==> config.mk <==
export PLATFORM = sky130hd
export DESIGN_NAME = opcode_sequencer
export DESIGN_NICKNAME = d
export VERILOG_FILES = /design/src/rtl/cu_pkg.sv /design/src/rtl/opcode_field_decode.sv /design/src/rtl/opcode_sequencer.sv
export SDC_FILE = /design/constraint.sdc
export NUM_CORES = 1
export LEC_CHECK = 0
export BUFFER_PORTS_ARGS = -buffer_cell sky130_fd_sc_hd__clkbuf_2
export CELL_PAD_IN_SITES_DETAIL_PLACEMENT = 1
export CELL_PAD_IN_SITES_GLOBAL_PLACEMENT = 1
export CORE_MARGIN = 3
export CORE_UTILIZATION = 43
export CTS_CLUSTER_DIAMETER = 30
export DETAILED_ROUTE_END_ITERATION = 10
export MAX_ROUTING_LAYER = met4
export PLACE_DENSITY = 0.86
export SYNTH_ARGS = -nofsm -noshare
export SYNTH_HDL_FRONTEND = slang
export SYNTH_SLANG_ARGS = --single-unit
==> constraint.sdc <==
create_clock -name i_Clk -period 4.6 [get_ports i_Clk]
set_input_delay 0.69 -clock i_Clk [delete_from_list [all_inputs] [get_ports i_Clk]]
set_output_delay 0.69 -clock i_Clk [all_outputs]
set_load 0.1 [all_outputs]
==> src/rtl/cu_pkg.sv <==
// Shared control-unit constants: T-state and M-cycle encodings, plus
// the bit positions of the condition vector and the flag nibble.
package cu_pkg;

  localparam logic [3:0] T1 = 4'b0001;
  localparam logic [3:0] T2 = 4'b0010;
  localparam logic [3:0] T3 = 4'b0100;
  localparam logic [3:0] T4 = 4'b1000;

  // M1 is bit 0 of the one-hot M-cycle counter, whatever its width.
  localparam int M1_BIT = 0;

  localparam int COND_NZ = 0;
  localparam int COND_Z  = 1;
  localparam int COND_NC = 2;
  localparam int COND_C  = 3;

  localparam int FLAG_Z = 3;
  localparam int FLAG_N = 2;
  localparam int FLAG_H = 1;
  localparam int FLAG_C = 0;

  // Advance the one-hot T-state: T1 -> T2 -> T3 -> T4 -> T1.
  function automatic logic [3:0] next_step(input logic [3:0] step);
    return {step[2:0], step[3]};
  endfunction

endpackage

==> src/rtl/opcode_field_decode.sv <==
// Splits an opcode byte into one-hot x/y/z/p/q fields. Purely
// combinational so the CB-prefix page can reuse it unchanged.
module opcode_field_decode (
  input  logic [7:0] i_Byte,
  output logic [3:0] o_X,
  output logic [7:0] o_Y,
  output logic [7:0] o_Z,
  output logic [3:0] o_P,
  output logic [1:0] o_Q
);

  // Each field is a shifted single bit, so exactly one bit is always set.
  always_comb begin
    // NOTE: every output gets a full assignment on every path, so no latch
    // can be inferred even if a case/if is added here later.
    o_X = 4'b0001 << i_Byte[7:6];
    o_Y = 8'b0000_0001 << i_Byte[5:3];
    o_Z = 8'b0000_0001 << i_Byte[2:0];
    o_P = 4'b0001 << i_Byte[5:4];
    o_Q = 2'b01 << i_Byte[3];
  end

endmodule

==> src/rtl/opcode_sequencer.sv <==
// Control-unit front end: instruction register, T-state / M-cycle
// sequencing, one-hot opcode fields and the branch condition vector.
module opcode_sequencer
  import cu_pkg::*;
#(
  parameter int MAX_M_CYCLES = 8
) (
  input  logic                    i_Clk,
  input  logic                    i_Reset,
  input  logic [7:0]              i_Data_Bus,
  input  logic                    i_Fetch,
  input  logic                    i_Wait,
  input  logic [3:0]              i_Flags,
  output logic [7:0]              o_Opcode,
  output logic [3:0]              o_X,
  output logic [7:0]              o_Y,
  output logic [7:0]              o_Z,
  output logic [3:0]              o_P,
  output logic [1:0]              o_Q,
  output logic [3:0]              o_Cycle_Step,
  output logic [MAX_M_CYCLES-1:0] o_Cycle_Count,
  output logic [3:0]              o_Conditions,
  output logic                    o_IR_Load,
  output logic                    o_Fault
);

  localparam logic [MAX_M_CYCLES-1:0] COUNT_M1 =
    {{(MAX_M_CYCLES-1){1'b0}}, 1'b1} << M1_BIT;

  logic [3:0] dec_x;
  logic [7:0] dec_y;
  logic [7:0] dec_z;
  logic [3:0] dec_p;
  logic [1:0] dec_q;

  // Decode the incoming byte so the fields load on the same edge as IR.
  opcode_field_decode u_field_decode (
    .i_Byte (i_Data_Bus),
    .o_X    (dec_x),
    .o_Y    (dec_y),
    .o_Z    (dec_z),
    .o_P    (dec_p),
    .o_Q    (dec_q)
  );

  // Sequencing: rotate T-state, and at T4 either load a new opcode or
  // advance (saturating) the M-cycle counter. Wait freezes everything.
  always_ff @(posedge i_Clk or posedge i_Reset) begin
    if (i_Reset) begin
      o_Opcode      <= 8'h00;
      o_X           <= 4'b0001;
      o_Y           <= 8'b0000_0001;
      o_Z           <= 8'b0000_0001;
      o_P           <= 4'b0001;
      o_Q           <= 2'b01;
      o_Cycle_Step  <= T1;
      o_Cycle_Count <= COUNT_M1;
      o_IR_Load     <= 1'b0;
      o_Fault       <= 1'b0;
    end else begin
      // NOTE: non-blocking assignments throughout, so every register here
      // sees the pre-edge values regardless of statement order.
      o_IR_Load <= 1'b0;
      if (!i_Wait) begin
        o_Cycle_Step <= next_step(o_Cycle_Step);
        if (o_Cycle_Step == T4) begin
          if (i_Fetch) begin
            o_Opcode      <= i_Data_Bus;
            o_X           <= dec_x;
            o_Y           <= dec_y;
            o_Z           <= dec_z;
            o_P           <= dec_p;
            o_Q           <= dec_q;
            o_Cycle_Count <= COUNT_M1;
            o_IR_Load     <= 1'b1;
          end else if (o_Cycle_Count[MAX_M_CYCLES-1]) begin
            o_Fault <= 1'b1;
          end else begin
            o_Cycle_Count <= o_Cycle_Count << 1;
          end
        end
      end
    end
  end

  // N and H do not feed any branch condition.
  logic flags_unused;
  assign flags_unused = i_Flags[FLAG_N] ^ i_Flags[FLAG_H];

  // Branch conditions follow the flags combinationally.
  always_comb begin
    o_Conditions          = 4'b0000;
    o_Conditions[COND_NZ] = ~i_Flags[FLAG_Z];
    o_Conditions[COND_Z]  =  i_Flags[FLAG_Z];
    o_Conditions[COND_NC] = ~i_Flags[FLAG_C];
    o_Conditions[COND_C]  =  i_Flags[FLAG_C];
  end

endmodule
==> results of run 1 <==
==> path summary, 6_finish.rpt <==
path | cells after the start | slack [ns] | end | from
setup reg to reg | 3 | 2.62 | o_Y[5]$_DFFE_PP0P_ | o_Cycle_Step[0]$_DFFE_PP1N_
hold reg to reg | 1 | 0.48 | o_Fault$_DFFE_PP0P_ | o_Fault$_DFFE_PP0P_
max in group asynchronous | 2 | 3.41 | o_Z[6]$_DFFE_PP0P_ | i_Reset
min in group asynchronous | 2 | 0.58 | o_Cycle_Count[3]$_DFFE_PP0P_ | i_Reset
hold / removal | 1 | 0.48 | o_Fault$_DFFE_PP0P_ | o_Fault$_DFFE_PP0P_
setup / recovery | 4 | 2.49 | o_Y[5]$_DFFE_PP0P_ | i_Wait
==> state kept, by name (all words and copies together) (netlist names) <==
register and count:
o_Q 1, o_Y 8, o_Z 8, o_Cycle_Count 8, o_P 4, o_X 4, o_IR_Load 1, o_Opcode 8
o_Fault 1, o_Cycle_Step 4
==> cells in the mapped netlist <==
cell | n | share of area (%)
nor4_1 | 1 | 0.29
buf_12 | 3 | 2.7
nor2_1 | 4 | 0.68
nor3b_1 | 4 | 1.4
clkbuf_1 | 2 | 0.34
dfstp_2 | 7 | 8.4
buf_1 | 1 | 0.17
a21o_1 | 1 | 0.34
nor3_1 | 3 | 0.68
or3_4 | 1 | 0.51
a32oi_1 | 6 | 2.4
nor2b_1 | 7 | 2.0
o21ai_0 | 2 | 0.46
buf_4 | 3 | 1.0
dfrtp_1 | 40 | 46
buf_6 | 2 | 1.0
o31ai_1 | 2 | 0.68
nor2_8 | 1 | 0.91
and3b_1 | 2 | 0.80
nand2b_1 | 1 | 0.29
and3_1 | 2 | 0.57
inv_1 | 4 | 0.68
and2_1 | 3 | 0.86
o2bb2ai_1 | 6 | 2.4
nand2_1 | 5 | 0.86
a31oi_1 | 1 | 0.29
mux2_2 | 8 | 4.1
mux2_4 | 26 | 18
mux2i_1 | 1 | 0.46
o21bai_1 | 1 | 0.34
nand3b_4 | 1 | 0.91
==> layer usage <==
metal | GRT usage, % | vias up | wire length [um]
met3 | 4.756 | 4 | 217
li1 | - | 657 | -
met5 | - | - | 0
met1 | 21.29 | 708 | 2028
met4 | 5.872 | 0 | 38
met2 | 25.73 | 40 | 2138
==> cells in the final DEF (no fill, tap or decap), types with 2 or more instances in the layout <==
cell type and instances:
clkbuf_2 65, dfrtp_1 40, mux2_4 26, mux2_2 8, nor2b_1 7, dfstp_2 7, a32oi_1 6, o2bb2ai_1 6
nand2_1 5, clkbuf_8 5, nor3b_1 4, nor2_1 4, and2_1 3, nor3_1 3, inv_1 3, and3_1 2
o21ai_0 2, o31ai_1 2, and3b_1 2, clkbuf_1 2
==> kinds of logic (layout without fill, tap and decap cells) <==
group,after synthesis,after routing,share of synthesized area (%)
simple gates,35,35,10.72
mux,35,35,22.36
compound gates,19,19,6.903
buf+inv,15,77,5.989
flops,47,47,54.02
==> critical path: stages <==
cell and delay, ns:
clkbuf_2 0.14, or3_4 0.44, nor2_8 0.61, mux2_2 0.41
==> cell type report <==
class / instances / area, sq um / share of cell area (%)
Clock buffer: 7 / 76.32 / 2.973
Clock inverter: 1 / 5.005 / 0.1949
Tap cell: 67 / 83.83 / 3.265
Sequential cell: 47 / 1185 / 46.15
Multi-Input combinational cell: 89 / 877.1 / 34.16
Timing Repair Buffer: 65 / 325.3 / 12.67
Inverter: 4 / 15.01 / 0.5848
==> power breakdown <==
group	leakage (nW)	switching [mW]	internal [mW]	total, mW
Clock	0.0422	0.132	0.107	0.238
Sequential	0.626	0	0.413	0.413
Combinational	0.671	0.0374	0.0117	0.0491
==> impl_metrics.csv, run 1 <==
group,metric,value,unit
timing,finalWorstPathRequiredPeriod,2.113,ns
cells_and_area,layout.cells.non_filler,280,
power,largest_voltage_drop_on_the_vdd_net,0.1350,mV
power,powerDensity,272.9,nW/um^2
synth,synth.lib_cells_used.distinct,31,
cells_and_area,n_antenna_cell,0,
synth,synth_area,2193,sq um
detailed_routing,drt_wl_total,4422,um
synth,mappedNetlistNets,167,
timing,final_layout_worst_hold_slack,0.4841,ns
worst_setup_path,timing.setup.critical_path_class,"input port to register",
status,status,"completed",
global_routing,via_count_of_the_first_global_routing_pass,1497,
placed_design,detailed_place.area,2486,sq um
worst_setup_path,critPathRequiredTime,4.79,ns
timing,timing.slew.headroom,36.60,%
timing,worstMarginPinSlew,0.9496,ns
cells_and_area,syn2layout_area_growth,17.06,%
clock_tree,cts_inserted_buffers,5,
worst_setup_path,worstSetupEndpointType,"register",
detailed_routing,detail_route.wl_per_cell,15.79,um
clock_tree,post_cts_buffers,0,
cells_and_area,finish.net_count,228,
timing,timing.final.max_slew_violations,0,
clock_tree,ctsResizeCount,0,
detailed_routing,antenna_left,0,
detailed_routing,num_vias,1409,
clock_tree,worstSkewPairLatency,0.30,ns
timing,fin_skew,0.007386,ns
die,boundaryPins,68,
die,floorplan.initialDensity,45.53,%
worst_setup_path,worst-endpoint-arrival,2.30,ns
global_routing,antenna_found_initial,0,
die,std_cell_rows,25,
clock_tree,ctsRootBufferMaster,"clkbuf_8",
global_routing,grt_first_pass_wirelength,7769,um
cells_and_area,final_util,53.30,%
placed_design,globalplace.congestion,0.7667,
hold_path,worstHoldPathType,"register to register",
clock_tree,clock-sinks,47,
clock_tree,clock_tree_from_tritoncts,"done",
cells_and_area,layout-drive-gt1-share,54.46,%
timing,setup_repair_after_global_routing_missed_its_margin,"false",
timing,timing.final.ws_setup,2.487,ns
clock_tree,number_of_buffers_between_clock_root_and_the_deepest_sink,2,
global_routing,grt_max_degree,48,
die,die_h,77.42,um
synth,yosysSeqAreaShare,54.02,%
worst_setup_path,cp-start-kind,"input port",
timing,fmax,473.2,MHz
synth,ys_warn_count,0,
die,design.core.area,4817,sq um
detailed_routing,drt-pass1-iter-count,4,
power,power_leakage,1.340,nW
worst_setup_path,maximum_net_fanout_on_the_critical_path,34,
placed_design,pre_cts_setup_slack,2.156,ns
die,die_x,77.42,um
global_routing,globalRouteTotalUtil,16.75,%
synth,syn-instance-count,151,
detailed_routing,detailedRoute.firstIterationViolations,44,
cells_and_area,final.fill_count,534,
synth,avgSynthCellArea,14.53,sq um
timing,setup_viol_count_final,0,
timing,hold_viol,0,
global_routing,gr-total-overflow,0,
placed_design,post-place-cells,272,
cells_and_area,post_route_cell_area,2567,sq um
timing,layout_worst_path_cycle_share,45.94,%
synth,ys_seq_elements,47,
detailed_routing,routed_via_density,5.032,
timing,setup_total_negative_slack,0,ns
die,die-area,5994,sq um
placed_design,detailed_place_hpwl,3071,um
clock_tree,worst_setup_hold_path_clk_slew,0.08,ns
detailed_routing,drc_errors,0,
power,final_power,700.6,uW
job,drv.max_cap_violation_count,0,
clock_tree,ctsHtreeMaxLevel,2,
placed_design,io_buffers,65,
clock_tree,cts.hold.buffers_added,0,
Power figures use the tool's default switching activity.
==> inputs of run 2 (changes only) <==
ABC_AREA = 1   (was unset)
CORE_UTILIZATION = 33   (was 43)
PLACE_DENSITY = 0.78   (was 0.86)
clock period = 1.8 ns   (was 4.6 ns; I/O delays follow)
==> impl_metrics.csv, run 2 <==
group,metric,value,unit
worst_setup_path,worstSetupEndpointType,"output pin",
worst_setup_path,maximum_net_fanout_on_the_critical_path,3,
clock_tree,number_of_buffers_between_clock_root_and_the_deepest_sink,2,
die,boundaryPins,68,
synth,ys_warn_count,0,
synth,ys_top_cells_by_count,"nand2_1, dfrtp_1, nand3_1, nor2_1, inv_1",
timing,finalWorstPathRequiredPeriod,1.578,ns
timing,layout_worst_path_cycle_share,87.65,%
clock_tree,worst_setup_hold_path_clk_slew,0.08,ns
synth,synth_area,2207,sq um
cells_and_area,layout.cells.non_filler,406,
status,status,"completed",
cells_and_area,layout_common_cells,"nand2_1, clkbuf_2, dfrtp_1",
timing,fin_skew,0.005232,ns
timing,setup_total_negative_slack,0,ns
synth,synth_top_flop_cell,"dfrtp_1",
timing,timing.final.max_slew_violations,0,
clock_tree,post_cts_buffers,0,
synth,netlist_top_cells_area,"dfrtp_1, nand2_1, nand3_1",
detailed_routing,drc_errors,0,
worst_setup_path,timing.setup.critical_path_class,"register to output pin",
timing,fmax,633.8,MHz
clock_tree,ctsRootBufferMaster,"clkbuf_8",
worst_setup_path,biggest_cell_delay_along_the_critical_path,0.56,ns
detailed_routing,detailedRoute.firstIterationViolations,72,
synth,mappedNetlistNets,285,
die,die_x,87.78,um
detailed_routing,drt_wl_total,5226,um
synth,syn-instance-count,269,
global_routing,globalRouteTotalUtil,15.03,%
worst_setup_path,slowest_stage,"dfstp_2",
die,die_h,87.78,um
clock_tree,worstSkewPairLatency,0.29,ns
worst_setup_path,path_cells,"clkbuf_2",
timing,final_layout_worst_hold_slack,0.2563,ns
cells_and_area,most_frequent_standard_cell_in_the_layout_excluding_fill_and_tap_cells,"nand2_1",
placed_design,io_buffers,65,
worst_setup_path,worst-endpoint-arrival,1.31,ns
worst_setup_path,critical-path-top-delay-family,"flip-flops",
placed_design,globalplace.congestion,0.7694,
detailed_routing,routed_via_density,4.645,
detailed_routing,num_vias,1886,
global_routing,gr-total-overflow,0,
placed_design,detailed_place_hpwl,3735,um
cells_and_area,finish.net_count,345,
cells_and_area,syn2layout_area_growth,19.61,%
synth,netlist.area_leader.share,45.35,%
placed_design,pre_cts_setup_slack,0.3842,ns
clock_tree,ctsResizeCount,0,
synth,synthDominantAreaCellType,"dfrtp_1",
worst_setup_path,critPathRequiredTime,1.53,ns
cells_and_area,layout-drive-gt1-share,27.66,%
timing,timing.final.ws_setup,0.2223,ns
die,std_cell_rows,29,
clock_tree,clock_tree_from_tritoncts,"done",
cells_and_area,n_antenna_cell,0,
synth,synth.lib_cells_used.distinct,20,
timing,setup_repair_after_global_routing_missed_its_margin,"false",
worst_setup_path,cp-start-kind,"register",
clock_tree,cts_inserted_buffers,5,
synth,post-synth-top-count-cell,"nand2_1",
detailed_routing,detail_route.wl_per_cell,12.87,um
synth,avgSynthCellArea,8.205,sq um
global_routing,grt_first_pass_wirelength,8914,um
job,drv.max_cap_violation_count,0,
global_routing,antenna_found_initial,0,
timing,setup_viol_count_final,0,
synth,ys_seq_elements,47,
synth,synth_enable_flop_cells,0,
placed_design,post-place-cells,398,
die,die-area,7705,sq um
clock_tree,ctsHtreeMaxLevel,2,
die,floorplan.initialDensity,34.37,%
detailed_routing,drt-pass1-iter-count,4,
worst_setup_path,critical_path.n_buffers_inverters,1,
global_routing,grt_max_degree,48,
synth,ys_async_sr_fraction,100.0,%
global_routing,via_count_of_the_first_global_routing_pass,1897,
timing,timing.slew.headroom,63.63,%
clock_tree,cts.hold.buffers_added,1,
synth,yosysSeqAreaShare,53.68,%
detailed_routing,antenna_left,0,
timing,worstMarginPinSlew,0.5479,ns
die,design.core.area,6422,sq um
hold_path,worstHoldPathType,"input port to register",
timing,hold_viol,0,
clock_tree,clock-sinks,47,
## run 2: cell count changes in the layout (fill, tap and decap cells not counted), moves of 6 or more
| cell | change |
|---|---|
| nand2_1 | +100 |
| mux2_4 | -26 |
| mux2_2 | -8 |
| inv_1 | +13 |
| nand3_1 | +38 |
| a32oi_1 | -6 |
| o2bb2ai_1 | -6 |
| nor2_1 | +23 |
| nor2b_1 | -7 |
## run 2: worst min-delay path, cell delays in order
cell	delay, ns
clkbuf_2	0.11
nand3_1	0.08
nand2_1	0.05
## run 2: area by class of cell
type	instances	area, sq um
clock inverter	1	5.005
multi-input combinational	186	819.5
clock buffer	6	82.58
fill	826	3782
inverter	19	73.82
tap	77	96.34
sequential	47	1185
timing repair buffer	70	377.9
## run 2: final timing paths
| path | start | slack, ns | to | cells past startpoint |
|---|---|---|---|---|
| max in group asynchronous | i_Reset | 0.97 | o_Cycle_Count[0]$_DFFE_PP1P_ | 4 |
| worst min-delay path | i_Data_Bus[6] | 0.26 | o_Opcode[6]$_DFFE_PP0P_ | 3 |
| worst max-delay path | o_Cycle_Count[0]$_DFFE_PP1P_ | 0.22 | o_Cycle_Count[0] | 1 |
| min in group asynchronous | i_Reset | 0.52 | o_Cycle_Count[4]$_DFFE_PP0P_ | 4 |
| worst min register to register | o_P[0]$_DFFE_PP1P_ | 0.47 | o_P[0]$_DFFE_PP1P_ | 2 |
| worst max register to register | o_Cycle_Step[2]$_DFFE_PP0N_ | 0.45 | o_Z[4]$_DFFE_PP0P_ | 6 |
## run 2: cells by family (layout without fill, tap and decap cells)
group	count (synthesis)	in the layout	synth area share, %
compound gates	5	5	1.644
simple gates	181	181	35.49
flops	47	47	53.68
buf+inv	36	96	9.183
## run 2: through the flow
step	util (%)	cell area (sq um)
after floorplan	-	2207
after global placement	39.59	2542
after detailed placement	39.59	2542
after CTS	41.11	2640
after global routing	41.11	2640
final	41.11	2640
## run 2: per-layer routing
layer | track usage [%] | routed length (um)
met2 | 24.04 | 2484
met1 | 18.96 | 2413
met4 | 4.603 | 83
met3 | 3.387 | 244
met5 | - | 0
Power of run 2 is not shown: default switching activity piles up to over one toggle a cycle in this logic, so the estimate is an artifact.
==> inputs of run 3 (changes only) <==
CORE_UTILIZATION = 30   (was 33)
PLACE_DENSITY = 0.72   (was 0.78)
==> impl_metrics.csv, run 3 (same netlist as run 2, synthesis figures left out) <==
group,metric,value,unit
status,status,"completed",
timing,finalWorstPathRequiredPeriod,1.578,ns
clock_tree,worstSkewPairLatency,0.29,ns
timing,setup_viol_count_final,0,
timing,timing.final.max_slew_violations,0,
global_routing,antenna_found_initial,0,
cells_and_area,n_antenna_cell,0,
worst_setup_path,critical-path-top-delay-family,"flip-flops",
die,die_x,91.78,um
timing,hold_viol,0,
worst_setup_path,path_cells,"clkbuf_2",
detailed_routing,num_vias,1924,
cells_and_area,syn2layout_area_growth,20.41,%
detailed_routing,drt_wl_total,5577,um
cells_and_area,layout_common_cells,"nand2_1, clkbuf_2, dfrtp_1",
detailed_routing,antenna_left,0,
timing,fmax,633.6,MHz
global_routing,grt_first_pass_wirelength,9708,um
placed_design,detailed_place_hpwl,3982,um
placed_design,io_buffers,65,
detailed_routing,routed_via_density,4.538,
timing,setup_total_negative_slack,0,ns
clock_tree,number_of_buffers_between_clock_root_and_the_deepest_sink,2,
die,boundaryPins,68,
worst_setup_path,maximum_net_fanout_on_the_critical_path,3,
clock_tree,ctsRootBufferMaster,"clkbuf_8",
global_routing,via_count_of_the_first_global_routing_pass,2047,
detailed_routing,detailedRoute.firstIterationViolations,62,
detailed_routing,drt-pass1-iter-count,4,
global_routing,globalRouteTotalUtil,14.47,%
die,design.core.area,6944,sq um
worst_setup_path,worst-endpoint-arrival,1.31,ns
clock_tree,worst_setup_hold_path_clk_slew,0.09,ns
cells_and_area,layout-drive-gt1-share,26.83,%
cells_and_area,most_frequent_standard_cell_in_the_layout_excluding_fill_and_tap_cells,"nand2_1",
hold_path,worstHoldPathType,"input port to register",
worst_setup_path,worstSetupEndpointType,"output pin",
die,die-area,8423,sq um
cells_and_area,finish.net_count,344,
worst_setup_path,cp-start-kind,"register",
timing,setup_repair_after_global_routing_missed_its_margin,"false",
timing,fin_skew,0.006961,ns
clock_tree,clock-sinks,47,
timing,worstMarginPinSlew,0.5572,ns
detailed_routing,drc_errors,0,
global_routing,gr-total-overflow,0,
timing,timing.slew.headroom,63.01,%
worst_setup_path,slowest_stage,"dfstp_2",
global_routing,grt_max_degree,36,
timing,layout_worst_path_cycle_share,87.68,%
worst_setup_path,critical_path.n_buffers_inverters,1,
cells_and_area,final.fill_count,875,
worst_setup_path,biggest_cell_delay_along_the_critical_path,0.56,ns
clock_tree,cts_inserted_buffers,5,
job,drv.max_cap_violation_count,0,
worst_setup_path,timing.setup.critical_path_class,"register to output pin",
placed_design,globalplace.congestion,0.7630,
clock_tree,clock_tree_from_tritoncts,"done",
die,die_h,91.78,um
detailed_routing,detail_route.wl_per_cell,13.15,um
worst_setup_path,critPathRequiredTime,1.53,ns
die,floorplan.initialDensity,31.78,%
die,std_cell_rows,30,
clock_tree,ctsHtreeMaxLevel,2,
-- run 3: layout make-up --
class / instances / area [sq um] / share of cell area, %
sequential: 47 / 1185 / 44.59
timing repair buffer: 69 / 382.9 / 14.41
inverter: 19 / 73.82 / 2.778
tap: 96 / 120.1 / 4.520
multi-input combinational: 186 / 819.5 / 30.84
clock buffer: 7 / 76.32 / 2.872
-- run 3: final timing paths --
kind,startpoint,slack (ns),depth (start not counted),to
max in group asynchronous,i_Reset,0.65,4,o_Y[0]$_DFFE_PP1P_
hold / removal,i_Data_Bus[6],0.25,3,o_Opcode[6]$_DFFE_PP0P_
min in group asynchronous,i_Reset,0.55,3,o_X[2]$_DFFE_PP0P_
setup reg to reg,o_Cycle_Step[2]$_DFFE_PP0N_,0.40,6,o_Z[4]$_DFFE_PP0P_
setup / recovery,o_Cycle_Step[0]$_DFFE_PP1N_,0.22,1,o_Cycle_Step[0]
hold reg to reg,o_Fault$_DFFE_PP0P_,0.47,2,o_Fault$_DFFE_PP0P_
-- run 3: repair_timing --
item                                   in CTS  in global routing
buffers inserted                            0                  0
hold buffers                                1                  0
gates resized for setup                     0                  0
endpoints found under the hold margin      14                  0
-- run 3: metal layers --
layer	share of wire, %	track usage, %
met1	46	18.11
met2	48	23.80
met5	0	-
met3	4.7	2.871
met4	1.4	4.332
-- run 3: through the flow --
| stage | cells | util, % | hold WS (ns) | instance area [sq um] | worst slack, ns |
|---|---|---|---|---|---|
| after floorplan | 269 | - | 0.3932 | 2207 | 0.002102 |
| after global placement | 416 | 37.03 | 0.3260 | 2571 | 0.4023 |
| after detailed placement | 416 | 37.03 | 0.3271 | 2571 | 0.3601 |
| after CTS | 424 | 38.27 | 0.2347 | 2658 | 0.2021 |
| after global routing | 424 | 38.27 | 0.2441 | 2658 | 0.1833 |
| final | 424 | 38.27 | 0.2460 | 2658 | 0.2218 |
Power of run 3 is left out for the same reason.
